===== src/rtl/mem_arbiter_pkg.sv =====
// Shared types and constants for the two-port memory arbiter.
package mem_arbiter_pkg;

    typedef enum logic [1:0] {
        ST_IDLE = 2'd0,
        ST_BUSY = 2'd1,
        ST_GAP  = 2'd2
    } state_t;

    typedef enum logic {
        GNT_I = 1'b0,
        GNT_D = 1'b1
    } grant_t;

    localparam logic [2:0] MEM_WORD_BYTES  = 3'd4;
    localparam int         DEFAULT_TIMEOUT = 4095;

endpackage


===== src/rtl/mem_arbiter_rr_arb2.sv =====
// Two-input round-robin picker. req[0] = instruction port, req[1] = data port.
// On a tie the port that did not win last time is chosen; after reset the
// data port counts as the last winner, so the first tie goes to instructions.
module mem_arbiter_rr_arb2
    import mem_arbiter_pkg::*;
(
    input  logic       clk,
    input  logic       rst_n,
    input  logic [1:0] req,
    input  logic       update,
    output logic [1:0] grant
);

    grant_t last_grant;

    // One-hot pick from the current requests and the previous winner.
    always_comb begin
        grant = 2'b00;
        case (req)
            2'b01:   grant = 2'b01;
            2'b10:   grant = 2'b10;
            2'b11:   grant = (last_grant == GNT_D) ? 2'b01 : 2'b10;
            default: grant = 2'b00;
        endcase
    end

    // Remember the winner whenever the caller commits a grant.
    always_ff @(posedge clk or negedge rst_n) begin
        if (!rst_n) begin
            last_grant <= GNT_D;
        end else if (update && (grant != 2'b00)) begin
            last_grant <= grant[1] ? GNT_D : GNT_I;
        end
    end

endmodule


===== src/rtl/mem_arbiter.sv =====
// Shares the single mem_controller request path between the instruction-fetch
// and load/store ports, inserts the mandatory start-low gap between
// transactions and aborts transactions that never complete.
module mem_arbiter
    import mem_arbiter_pkg::*;
#(
    parameter int TIMEOUT = DEFAULT_TIMEOUT
) (
    input  logic        clk,
    input  logic        rst_n,
    input  logic        i_req,
    input  logic [31:0] i_addr,
    output logic [31:0] i_rdata,
    output logic        i_done,
    input  logic        d_req,
    input  logic        d_is_write,
    input  logic [2:0]  d_num_bytes,
    input  logic [31:0] d_addr,
    input  logic [31:0] d_wdata,
    output logic [31:0] d_rdata,
    output logic        d_done,
    output logic        mem_start_request,
    output logic [31:0] mem_target_address,
    output logic        mem_is_write,
    output logic [2:0]  mem_num_bytes,
    output logic [31:0] mem_write_value,
    output logic        mem_is_data_fetch,
    input  logic [31:0] mem_fetched_instruction,
    input  logic [31:0] mem_fetched_data,
    input  logic        mem_request_done,
    output logic        timeout_err
);

    localparam int               CNT_W   = $clog2(TIMEOUT + 1);
    // Abort on the edge that would take the counter to TIMEOUT, so
    // start_request is high for exactly TIMEOUT cycles before giving up.
    localparam logic [CNT_W-1:0] WD_LAST = CNT_W'(TIMEOUT - 1);

    state_t           state, state_next;
    logic [CNT_W-1:0] wd_cnt;
    logic [1:0]       gnt;
    logic             grant_en;
    logic             finish_ok;
    logic             finish_to;

    mem_arbiter_rr_arb2 u_rr (
        .clk    (clk),
        .rst_n  (rst_n),
        .req    ({d_req, i_req}),
        .update (grant_en),
        .grant  (gnt)
    );

    // State register.
    always_ff @(posedge clk or negedge rst_n) begin
        if (!rst_n) begin
            state <= ST_IDLE;
        end else begin
            state <= state_next;
        end
    end

    // Next state and per-cycle control strobes; completion wins over watchdog.
    always_comb begin
        state_next = state;
        grant_en   = 1'b0;
        finish_ok  = 1'b0;
        finish_to  = 1'b0;
        case (state)
            ST_IDLE: begin
                if (gnt != 2'b00) begin
                    grant_en   = 1'b1;
                    state_next = ST_BUSY;
                end
            end
            ST_BUSY: begin
                if (mem_request_done) begin
                    finish_ok  = 1'b1;
                    state_next = ST_GAP;
                end else if (wd_cnt == WD_LAST) begin
                    finish_to  = 1'b1;
                    state_next = ST_GAP;
                end
            end
            ST_GAP:  state_next = ST_IDLE;
            default: state_next = ST_IDLE;
        endcase
    end

    // Command register, result latches, done pulses and watchdog counter.
    // mem_is_data_fetch doubles as the record of which port owns the
    // transaction in flight.
    always_ff @(posedge clk or negedge rst_n) begin
        if (!rst_n) begin
            mem_start_request  <= 1'b0;
            mem_target_address <= '0;
            mem_is_write       <= 1'b0;
            mem_num_bytes      <= '0;
            mem_write_value    <= '0;
            mem_is_data_fetch  <= 1'b0;
            i_rdata            <= '0;
            d_rdata            <= '0;
            i_done             <= 1'b0;
            d_done             <= 1'b0;
            timeout_err        <= 1'b0;
            wd_cnt             <= '0;
        end else begin
            i_done <= 1'b0;
            d_done <= 1'b0;

            if (grant_en) begin
                mem_start_request <= 1'b1;
                wd_cnt            <= '0;
                if (gnt[1]) begin
                    mem_target_address <= d_addr;
                    mem_is_write       <= d_is_write;
                    mem_num_bytes      <= d_num_bytes;
                    mem_write_value    <= d_wdata;
                    mem_is_data_fetch  <= 1'b1;
                end else if (gnt[0]) begin
                    mem_target_address <= i_addr;
                    mem_is_write       <= 1'b0;
                    mem_num_bytes      <= MEM_WORD_BYTES;
                    mem_write_value    <= '0;
                    mem_is_data_fetch  <= 1'b0;
                end
            end

            if (state == ST_BUSY && !finish_ok && !finish_to) begin
                wd_cnt <= wd_cnt + CNT_W'(1);
            end

            if (finish_ok || finish_to) begin
                mem_start_request <= 1'b0;
                if (mem_is_data_fetch) begin
                    d_done <= 1'b1;
                    if (finish_to) begin
                        d_rdata <= '0;
                    end else if (!mem_is_write) begin
                        d_rdata <= mem_fetched_data;
                    end
                end else begin
                    i_done  <= 1'b1;
                    i_rdata <= finish_to ? '0 : mem_fetched_instruction;
                end
            end

            if (finish_to) begin
                timeout_err <= 1'b1;
            end
        end
    end

endmodule

===== config.mk =====
export PLATFORM = sky130hd
export DESIGN_NAME = mem_arbiter
export DESIGN_NICKNAME = d
export VERILOG_FILES = /design/src/rtl/mem_arbiter_pkg.sv /design/src/rtl/mem_arbiter_rr_arb2.sv /design/src/rtl/mem_arbiter.sv
export SDC_FILE = /design/constraint.sdc
export NUM_CORES = 1
export LEC_CHECK = 0
export ABC_AREA = 1
export ABC_CLOCK_PERIOD_IN_PS = 1700
export CORE_ASPECT_RATIO = 0.75
export CORE_UTILIZATION = 37
export DETAILED_ROUTE_END_ITERATION = 12
export HOLD_SLACK_MARGIN = 0.1
export PLACE_DENSITY = 0.81
export REMOVE_ABC_BUFFERS = 1
export SLEW_MARGIN = 20
export SYNTH_ARGS = -nofsm -noshare
export SYNTH_HDL_FRONTEND = slang
export SYNTH_HIERARCHICAL = 1
export SYNTH_SLANG_ARGS = --single-unit

===== constraint.sdc =====
create_clock -name clk -period 1.7 [get_ports clk]
set_input_delay 0.51 -clock clk [delete_from_list [all_inputs] [get_ports clk]]
set_output_delay 0.51 -clock clk [all_outputs]
set_load 0.01 [all_outputs]

Yosys cells after proc, flatten, opt, wreduce, memory -nomap -nowiden
Index checks and enable logic that the tools add are counted.
{ "totals": {"register_bits": 152, "in_bits": 169, "out_inout_bits": 137, "word_cells": 72} }
{ "op_classes": {"add_sub_neg": 1, "eq_ne": 8, "muxes": 34, "n_bitwise": 1, "n_reduce_logical": 14} }
{ "ops": {"columns": ["operator", "n"], "rows": [
  ["32-bit 2-to-1 mux", 7],
  ["12-bit 2-to-1 mux", 2],
  ["1-bit 2-to-1 mux", 17],
  ["12-bit by 1-bit adder with 12-bit output, second input constant", 1],
  ["12-bit == test, second input constant", 1],
  ["2-bit 2-to-1 mux", 4],
  ["3-bit 2-to-1 mux", 2],
  ["2-bit one-hot mux with 3 select lines", 1],
  ["2-bit AND reduction", 3],
  ["2-bit nonzero test", 3],
  ["2-bit by 1-bit == test with 1-bit output, second input constant", 2],
  ["2-bit == test, second input constant", 2],
  ["2-bit one-hot mux with 2 select lines", 1],
  ["1-bit logical AND", 3],
  ["3-bit inequality test, second input constant", 1],
  ["3-bit AND reduction", 1],
  ["1-bit logical NOT", 2],
  ["2-bit logical NOT", 1],
  ["2-bit by 1-bit inequality test with 1-bit output, second input constant", 1],
  ["2-bit inequality test, second input constant", 1],
  ["1-bit logical OR", 1],
  ["1-bit NOT", 1]
]} }

Longest topological paths before layout
Gate-level depths: netlist of run 1.
{ "logic_depth": {"depth_word": 7, "mapped_depth": 12, "depth_no_buf": 11} }

By module
Netlist of run 1, hierarchy kept.
{ "by_module_without_submodules": {"columns": ["module", "instances", "cells_per_inst", "area_each_um2", "seq_area_each_um2"], "rows": [
  ["mem_arbiter", 1, 712, 6417.4, 3778.6],
  ["mem_arbiter_rr_arb2", 1, 8, 61.3, 26.3]
]} }

Worst setup path after synthesis of run 1
Ideal clock, no wire load.
{ "synth_path": {"kind": "input to register", "startpoint": "in d_req", "endpoint": "reg u_rr.last_grant", "setup_time_ns": 0.077, "t_arrival_ns": 1.679, "required_ns": 1.623, "path_slack_ns": -0.056, "cell_stages": 9, "cell_sequence": "a21boi_0 buf_2 o21ai_2 inv_1 buf_2 buf_1 nand2_1 nand2_1 nand2_1"} }
{ "synth_via": {"elab_chain_cells": 6} }
{ "synth_rtl": {"columns": ["element", "line", "source"], "rows": [
  ["start: declaration", "mem_arbiter.sv:15", "input logic d_req,"],
  ["2-bit == test / 2-bit by 1-bit == test with 1-bit output (equally long branches)", "mem_arbiter_rr_arb2.sv:19", "case (req)"],
  ["2-bit one-hot mux with 3 select lines (*)", "mem_arbiter_rr_arb2.sv:19", null],
  ["2-bit nonzero test (no line) (*)", null, null],
  ["1-bit 2-to-1 mux (*)", "mem_arbiter.sv:71", "if (gnt != 2'b00) begin"],
  ["1-bit 2-to-1 mux (*)", "mem_arbiter.sv:69", "case (state)"],
  ["via grant_en", "mem_arbiter.sv:42", "logic grant_en;"],
  ["1-bit logical AND (*)", "mem_arbiter_rr_arb2.sv:31", "end else if (update && (grant != 2'b00)) begin"],
  ["end signal: assignment", "mem_arbiter_rr_arb2.sv:32", "last_grant <= grant[1] ? GNT_D : GNT_I;"],
  ["end: declaration", "mem_arbiter_rr_arb2.sv:14", "grant_t last_grant;"]
]} }
The timed path passes the listed nets; every way through them passes the cells marked *.
A chain may end at the register's enable or synchronous reset.

Worst setup path after layout of run 1
{ "layout_path": {"startpoint": "reg wd_cnt[0]", "endpoint": "reg i_rdata[9]"} }
{ "layout_via": {"elab_chain_cells": 6} }
{ "layout_rtl": {"columns": ["element", "line", "source"], "rows": [
  ["start: declaration", "mem_arbiter.sv:40", "logic [CNT_W-1:0] wd_cnt;"],
  ["start signal: assignment", "mem_arbiter.sv:130", "wd_cnt <= wd_cnt + CNT_W'(1);"],
  ["12-bit == test (*)", "mem_arbiter.sv:80", "end else if (wd_cnt == WD_LAST) begin"],
  ["1-bit 2-to-1 mux (*)", "mem_arbiter.sv:80", null],
  ["1-bit 2-to-1 mux (*)", "mem_arbiter.sv:77", "if (mem_request_done) begin"],
  ["1-bit 2-to-1 mux (*)", "mem_arbiter.sv:69", null],
  ["1-bit logical OR", "mem_arbiter.sv:133", "if (finish_ok || finish_to) begin"],
  ["2-bit AND reduction (no line)", null, null],
  ["end signal: assignment", "mem_arbiter.sv:144", "i_rdata <= finish_to ? '0 : mem_fetched_instruction;"],
  ["end: declaration", "mem_arbiter.sv:13", "output logic [31:0] i_rdata,"]
]} }
Every way passes the cells marked *; elsewhere a longest branch is shown, timed or not.

==> flow_metrics.py, run 1 <==
metrics = {
    "finish": {
        "fin_area_um2": 10900,
        "nets": 1222,
        "area_growth_pct": 68.2,
        "layout-drive-gt1-share_pct": 14.1,
        "fill_cells": 1409,
        "n_antenna_cell": 0,
    },
    "setup_path": {
        "slowest_stage": "dfrtp_1",
        "cpPeakStageDelay_ns": 0.39,
        "crit_fanout": 5,
        "cp.required_ns": 2.06,
        "crit_chain": "inv_2 -> ha_4 -> nand2_4 -> nor2_4 -> nand3_4 -> nand2_4 -> nand2_8 -> nor2_8 -> buf_4 -> buf_6 -> nand3_2 -> nand2_1",
        "crit_path_end_kind": "flip-flop",
        "crit_path_start_kind": "flip-flop",
        "critical_path_class": "flip-flop to flip-flop",
        "cpMostUsedCell": "nand2_4",
        "cp.arrival_ns": 2.07,
    },
    "die": {
        "fp.dieH_um": 117,
        "start_util_pct": 38.2,
        "floorplan.die.width_um": 155,
        "io_pins": 306,
        "rows": 41,
        "core_um2": 17000,
        "dieArea_um2": 18000,
    },
    "min_path": {
        "hold_class": "input pin to flip-flop",
    },
    "timing": {
        "drv_slew": 0,
        "skew_ns": 0.00842,
        "worst_pin_slew_ns": 0.376,
        "clock.fmax_mhz": 584,
        "relSlewSlack_pct": 74.9,
        "rsz0062_at_grt": "yes",
        "hold-worst-slack_ns": 0.388,
        "hold_violations": 0,
        "period_share_pct": 101,
        "min_period_ns": 1.71,
        "finalSetupViolCount": 3,
        "setup_ws_ns": -0.0117,
    },
    "global_routing": {
        "grt_util_met3_pct": 6.83,
        "grt_util_met2_pct": 37.3,
        "grt_overflow": 0,
        "met1_usage_pct": 27.2,
        "grt_pass1_wl_um": 30700,
        "grt_usage_pct": 22.0,
        "grt_max_degree": 54,
        "antenna_found_initial": 0,
        "busiest_layer": "met2",
        "grt_pass1_vias": 5888,
    },
    "flow_run": {
        "drv_cap": 0,
    },
    "synth": {
        "syn_inst": 720,
        "yosys_warnings": 6,
        "ys_seq_elements": 152,
        "async_flop_share_pct": 100,
        "synth_edf_count": 0,
        "syn_area_um2": 6480,
        "yosysSeqAreaShare_pct": 58.7,
        "synth_flop_cell": "dfrtp_1",
        "yosys.area.top_type": "dfrtp_1",
        "avgSynthCellArea_um2": 9.00,
        "synthTopCellsByArea": "dfrtp_1 (58%), nand2_1 (13%), nand3_1 (5.7%)",
        "synth_top_area_share_pct": 58.3,
        "yosysUniqueCellTypes": 35,
    },
    "cts": {
        "cts_root_buf": "clkbuf_16",
        "worstSkewPairLatency_ns": 0.42,
        "cts.clk_slew.worst_paths_ns": 0.07,
        "htree_levels": 4,
        "cts.sinks": 152,
        "clk_path_buf_depth": 2,
        "cts_tree": "done",
        "numCtsBuffers": 17,
    },
    "route": {
        "drt_iter0_markers": 380,
        "drtAntennaViolNets": 0,
        "first_pass_iters": 6,
        "avgRoutedWirePerCell_um": 15.6,
        "vias": 6228,
        "finalWirelength_um": 20300,
        "route.detailed.drc": 0,
        "drt-vias-per-instance": 4.79,
    },
    "place": {
        "place_area_um2": 10000,
        "io_buffers": 305,
        "hpwl_um": 13800,
        "gp_congestion": 0.830,
        "pre_cts_slack_ns": -0.419,
    },
    "power_and_ir_drop": {
        "powerDensity_nw_per_um2": 1610,
        "p_leak_uw": 0.00540,
        "vdd_drop_max_mv": 0.875,
    },
    "outcome": {
        "violations": "negative setup slack",
        "status": "complete, but fails checks",
    },
}
placed cells by master (no fill, tap or decap), types with 18 or more instances in the layout:
master | synthesis | routed
nand2_1 | 220 | 184
clkdlybuf4s50_1 | 0 | 166
dfrtp_1 | 151 | 151
dlygate4sd2_1 | 0 | 137
nand3_1 | 74 | 69
nor2_1 | 73 | 66
inv_1 | 51 | 49
a22o_1 | 35 | 35
nand2_2 | 2 | 32
a31oi_1 | 32 | 32
buf_4 | 6 | 24
clkbuf_16 | 0 | 18
worst max-delay path, delay by kind of cell, from the launching register on:
family	cells	cell delay, ns
AND/OR/NAND/NOR	8	0.80
buffers and inverters	3	0.33
flip-flops	1	0.39
adder cells (fa/ha/maj)	1	0.13
cells in the mapped netlist (2+ instances only):
library cell	count
nand2_1	220
dfrtp_1	151
nand3_1	74
nor2_1	73
inv_1	51
a22o_1	35
a31oi_1	32
buf_2	17
clkbuf_1	16
o21ai_0	10
buf_4	6
o22ai_1	4
buf_1	3
nor2_2	3
ha_1	2
nand2_2	2
nand3_2	2
xor2_1	2
cell families after synthesis:
group	after synthesis	synth area share, %
flip-flops	152	58.7
buffers and inverters	95	6.18
AO/OA/AOI/OAI	87	9.69
AND/OR/NAND/NOR	381	24.6
adder cells (fa/ha/maj)	2	0.386
XOR/XNOR	3	0.406
metrics by stage:
stage               setup TNS, ns  total power, µW  cells  utilization (%)
finish                    -0.0205            17500   1300             64.2
floorplan                 -320.16             9180    678                -
detailed placement         -43.86            14100   1254             59.0
CTS                        -0.529            17200   1298             63.0
global placement           -39.37            13800   1254             59.0
global route                -4.76            18600   1300             64.2
per-layer routing:
metal  share of wire [%]  vias up
met5                   0        -
met4                 1.4        0
met3                 7.1       19
met2                  49      269
met1                  43     2928
li1                    -     3012
path summary, 6_finish.rpt:
path	start	to	slack [ns]	cells past startpoint
worst max-delay path	wd_cnt[0]$_DFFE_PN0P_	i_rdata[9]$_DFFE_PN0P_	-0.01	12
worst min-delay path	d_req	u_rr/last_grant$_DFFE_PN1P_	0.39	3
worst max register to register	wd_cnt[0]$_DFFE_PN0P_	i_rdata[9]$_DFFE_PN0P_	-0.01	12
worst min register to register	d_rdata[17]$_DFFE_PN0P_	d_rdata[17]$_DFFE_PN0P_	0.46	2
max in group asynchronous	rst_n	mem_target_address[19]$_DFFE_PN0P_	0.56	3
min in group asynchronous	rst_n	i_rdata[26]$_DFFE_PN0P_	0.53	2
where the power goes:
part	total [µW]	leakage (µW)	internal, µW	switching [µW]
sequential	6120	0.00190	5220	899
combinational	7430	0.00320	3520	3910
clock	3940	0.000296	2240	1710
total	17500	0.00540	11000	6510
final cells by class:
| cell class | instances | area, µm² | share of cell area, % |
|---|---|---|---|
| flip-flops and latches | 152 | 3800 | 34.9 |
| repair buffers | 352 | 3430 | 31.5 |
| multi-input cells | 473 | 2500 | 23.0 |
| clock buffers | 18 | 429 | 3.94 |
| well taps | 236 | 295 | 2.71 |
| inverters | 53 | 218 | 2.00 |
| clock inverters | 14 | 184 | 1.69 |
| repair inverters | 2 | 32.5 | 0.299 |
flip-flops by register name, indices dropped and copies added (netlist names):
name,count
wd_cnt,12
d_done,1
mem_write_value,32
mem_is_data_fetch,1
mem_is_write,1
d_rdata,32
u_rr/last_grant,1
mem_num_bytes,3
i_rdata,32
state,2
i_done,1
mem_start_request,1
mem_target_address,32
timeout_err,1
repair_timing:
item | in CTS | in global routing
hold buffers | 1 | 0
cloned | 4 | 1
setup endpoints to repair | 212 | 111
buffers inserted | 7 | 3
resized for setup | 175 | 57
pin swaps | 20 | 12
hold endpoints to repair | 27 | 0
No activity file was read; power rests on OpenSTA's default activity.
==> inputs of run 2 (changes only) <==
- SETUP_SLACK_MARGIN: default -> 0.3
==> run 2 against run 1 <==
The flow still finishes with violations (negative setup slack). Via count grew 13%. Sequential power increased by 3%. Final area rose by 8.6%. Final cell count is 8.2% higher. Setup slack got worse by 0.078 ns. Global-route usage increased by 0.99 points. Combinational power grew 40%. Sequential cell count unchanged. Critical endpoint is now mem_num_bytes[2]$_DFFE_PN0P_. Largest cell class is now non-clock buffers. Largest power group unchanged.
==> flow_metrics.py, run 2 (synthesized netlist as in run 1, its figures left out) <==
metrics = {
    "cts": {
        "cts.sinks": 152,
        "htree_levels": 4,
        "worstSkewPairLatency_ns": 0.43,
        "numCtsBuffers": 17,
        "clk_path_buf_depth": 2,
        "cts_tree": "done",
        "cts.clk_slew.worst_paths_ns": 0.08,
        "cts_root_buf": "clkbuf_16",
    },
    "setup_path": {
        "critPathLaunch": "u_rr/last_grant$_DFFE_PN1P_",
        "critical_path_class": "flip-flop to flip-flop",
        "crit_chain": "inv_2 -> a21boi_2 -> o21ai_4 -> nor2_4 -> buf_6 -> inv_2 -> o22a_1",
        "cpPeakStageDelay_ns": 0.58,
        "crit_path_start_kind": "flip-flop",
        "reg2reg_slack_ns": -0.09,
        "cpLargestDelayFamily": "flip-flops",
        "cp.required_ns": 2.00,
        "reg2regPathDepth": 7,
        "cp.arrival_ns": 2.09,
        "critPathBufInv": 3,
        "crit_path_end_kind": "flip-flop",
        "slowest_stage": "dfstp_2",
        "cpMostUsedCell": "inv_2",
        "timing.rr.start": "u_rr/last_grant$_DFFE_PN1P_",
        "r2r_end": "mem_num_bytes[2]$_DFFE_PN0P_",
        "crit_fanout": 6,
        "cp_num_cells": 7,
    },
    "place": {
        "hpwl_um": 13800,
        "dp_cells": 1254,
        "gp_congestion": 0.830,
        "io_buffers": 305,
    },
    "power_and_ir_drop": {
        "cell_internal_pwr_uw": 13000,
        "powerDensity_nw_per_um2": 1750,
        "clockPowerShare_pct": 19.3,
        "p_switching_uw": 7640,
        "combPwrFrac_pct": 50.2,
        "p_total_uw": 20700,
        "p_seq_share_pct": 30.5,
        "switching_share_pct": 36.9,
        "vdd_drop_max_mv": 0.947,
        "p_leak_uw": 0.00588,
    },
    "outcome": {
        "violations": "negative setup slack",
        "status": "complete, but fails checks",
    },
    "timing": {
        "rsz0062_at_grt": "yes",
        "drv_slew": 0,
        "relSlewSlack_pct": 69.4,
        "worst_pin_slew_ns": 0.459,
        "hold_violations": 0,
        "period_share_pct": 105,
        "finalSetupViolCount": 47,
        "tns_ns": -1.01,
        "skew_ns": 0.0108,
        "clock.fmax_mhz": 559,
        "min_period_ns": 1.79,
        "setup_ws_ns": -0.0897,
    },
    "global_routing": {
        "grt_overflow": 0,
        "antenna_found_initial": 0,
        "grt_max_degree": 54,
        "grt_pass1_vias": 6259,
        "grt_usage_pct": 22.9,
        "grt_pass1_wl_um": 32000,
    },
    "finish": {
        "fill_cells": 1215,
        "n_antenna_cell": 0,
        "nets": 1329,
        "layout-drive-gt1-share_pct": 35.0,
        "stdcell_count": 1407,
        "final_cell_mix": "nand2_1 (205), clkdlybuf4s50_1 (165), dfrtp_1 (151), buf_4 (114), buf_2 (77)",
        "final_common_cell": "nand2_1",
        "area_growth_pct": 82.6,
    },
    "route": {
        "avgRoutedWirePerCell_um": 17.5,
        "first_pass_iters": 6,
        "drt-vias-per-instance": 5.01,
        "drt_iter0_markers": 447,
        "drtAntennaViolNets": 0,
        "vias": 7056,
        "route.detailed.drc": 0,
        "finalWirelength_um": 24600,
    },
    "die": {
        "dieArea_um2": 18000,
        "rows": 41,
        "start_util_pct": 38.2,
        "floorplan.die.width_um": 155,
        "fp.dieH_um": 117,
        "core_um2": 17000,
        "io_pins": 306,
    },
    "min_path": {
        "hold_class": "input pin to flip-flop",
        "worstHoldPathCells": 3,
        "hold_start": "d_req",
        "min_to": "u_rr/last_grant$_DFFE_PN1P_",
    },
    "flow_run": {
        "drv_cap": 0,
    },
}
run 2: cell types whose count changed in the layout (fill, tap and decap cells not counted), moves of 4 or more:
cell           delta
buf_12            +4
buf_2            +77
buf_4            +90
buf_6            +67
clkbuf_16         +5
dlygate4sd2_1   -137
nand2_1          +21
nand2_2          -20
nand3_1          -13
nand3_2          +13
nor2_1           -17
nor2_2           +10
nor2_4            +7
run 2: layout make-up:
| cell class | count | area [µm²] | share of cell area (%) |
|---|---|---|---|
| clock buffer | 18 | 429 | 3.63 |
| clock inverter | 14 | 184 | 1.55 |
| inverter | 53 | 211 | 1.79 |
| multi-input combinational | 473 | 2600 | 22.0 |
| sequential | 152 | 3800 | 32.2 |
| tap | 236 | 295 | 2.50 |
| timing repair buffer | 459 | 4280 | 36.2 |
| timing repair inverter | 2 | 22.5 | 0.190 |
run 2: power by group through the flow:
stage	Sequential [µW]	Clock, µW	Combinational [µW]
2_1_floorplan	6820	0	2350
3_3_place_gp	6110	0	7730
3_5_place_dp	6150	0	7920
4_1_cts	6120	4020	8230
5_1_grt	6430	4220	11000
6_report	6310	3990	10400
run 2: worst reg2reg max path, stage by stage (launching register included):
cell and delay [ns]:
dfstp_2 0.58, inv_2 0.07, a21boi_2 0.21, o21ai_4 0.14
nor2_4 0.30, buf_6 0.17, inv_2 0.04, o22a_1 0.16
run 2: stage by stage:
stage          cell area (µm²)  hold WS, ns  utilization (%)  worst slack [ns]
5_1_grt                  11800        0.393             69.7            -0.137
3_5_place_dp             10000        0.408             59.0            -0.419
6_report                 11800        0.402             69.7           -0.0897
4_1_cts                  10900        0.470             64.4           0.00564
3_3_place_gp             10000        0.411             59.0            -0.339
2_1_floorplan             6280        0.214                -             -4.01
run 2: routing by layer:
| metal | share of wire (%) | up-vias | GRT usage (%) |
|---|---|---|---|
| li1 | - | 3223 | - |
| met1 | 39 | 3391 | 28.1 |
| met2 | 50 | 379 | 39.1 |
| met3 | 7.9 | 63 | 6.98 |
| met4 | 3.1 | 0 | 7.52 |
| met5 | 0 | - | 0 |
run 2: how the worst max path moves through the flow:
stage	end	slack, ns
2_1_floorplan	mem_num_bytes[2]$_DFFE_PN0P_	-4.01
4_1_cts	i_rdata[9]$_DFFE_PN0P_	0.006
3_3_place_gp	mem_write_value[1]$_DFFE_PN0P_	-0.34
6_report	mem_num_bytes[2]$_DFFE_PN0P_	-0.09
3_5_place_dp	mem_write_value[24]$_DFFE_PN0P_	-0.42
5_1_grt	d_rdata[28]$_DFFE_PN0P_	-0.14
run 2: timing repair:
item	4_1_cts	5_1_grt
hold endpoints to repair	27	0
setup buffers	59	47
endpoints found under the setup margin	289	288
pin swaps	20	32
gates resized for setup	658	97
cloned	5	9
hold buffers	1	0
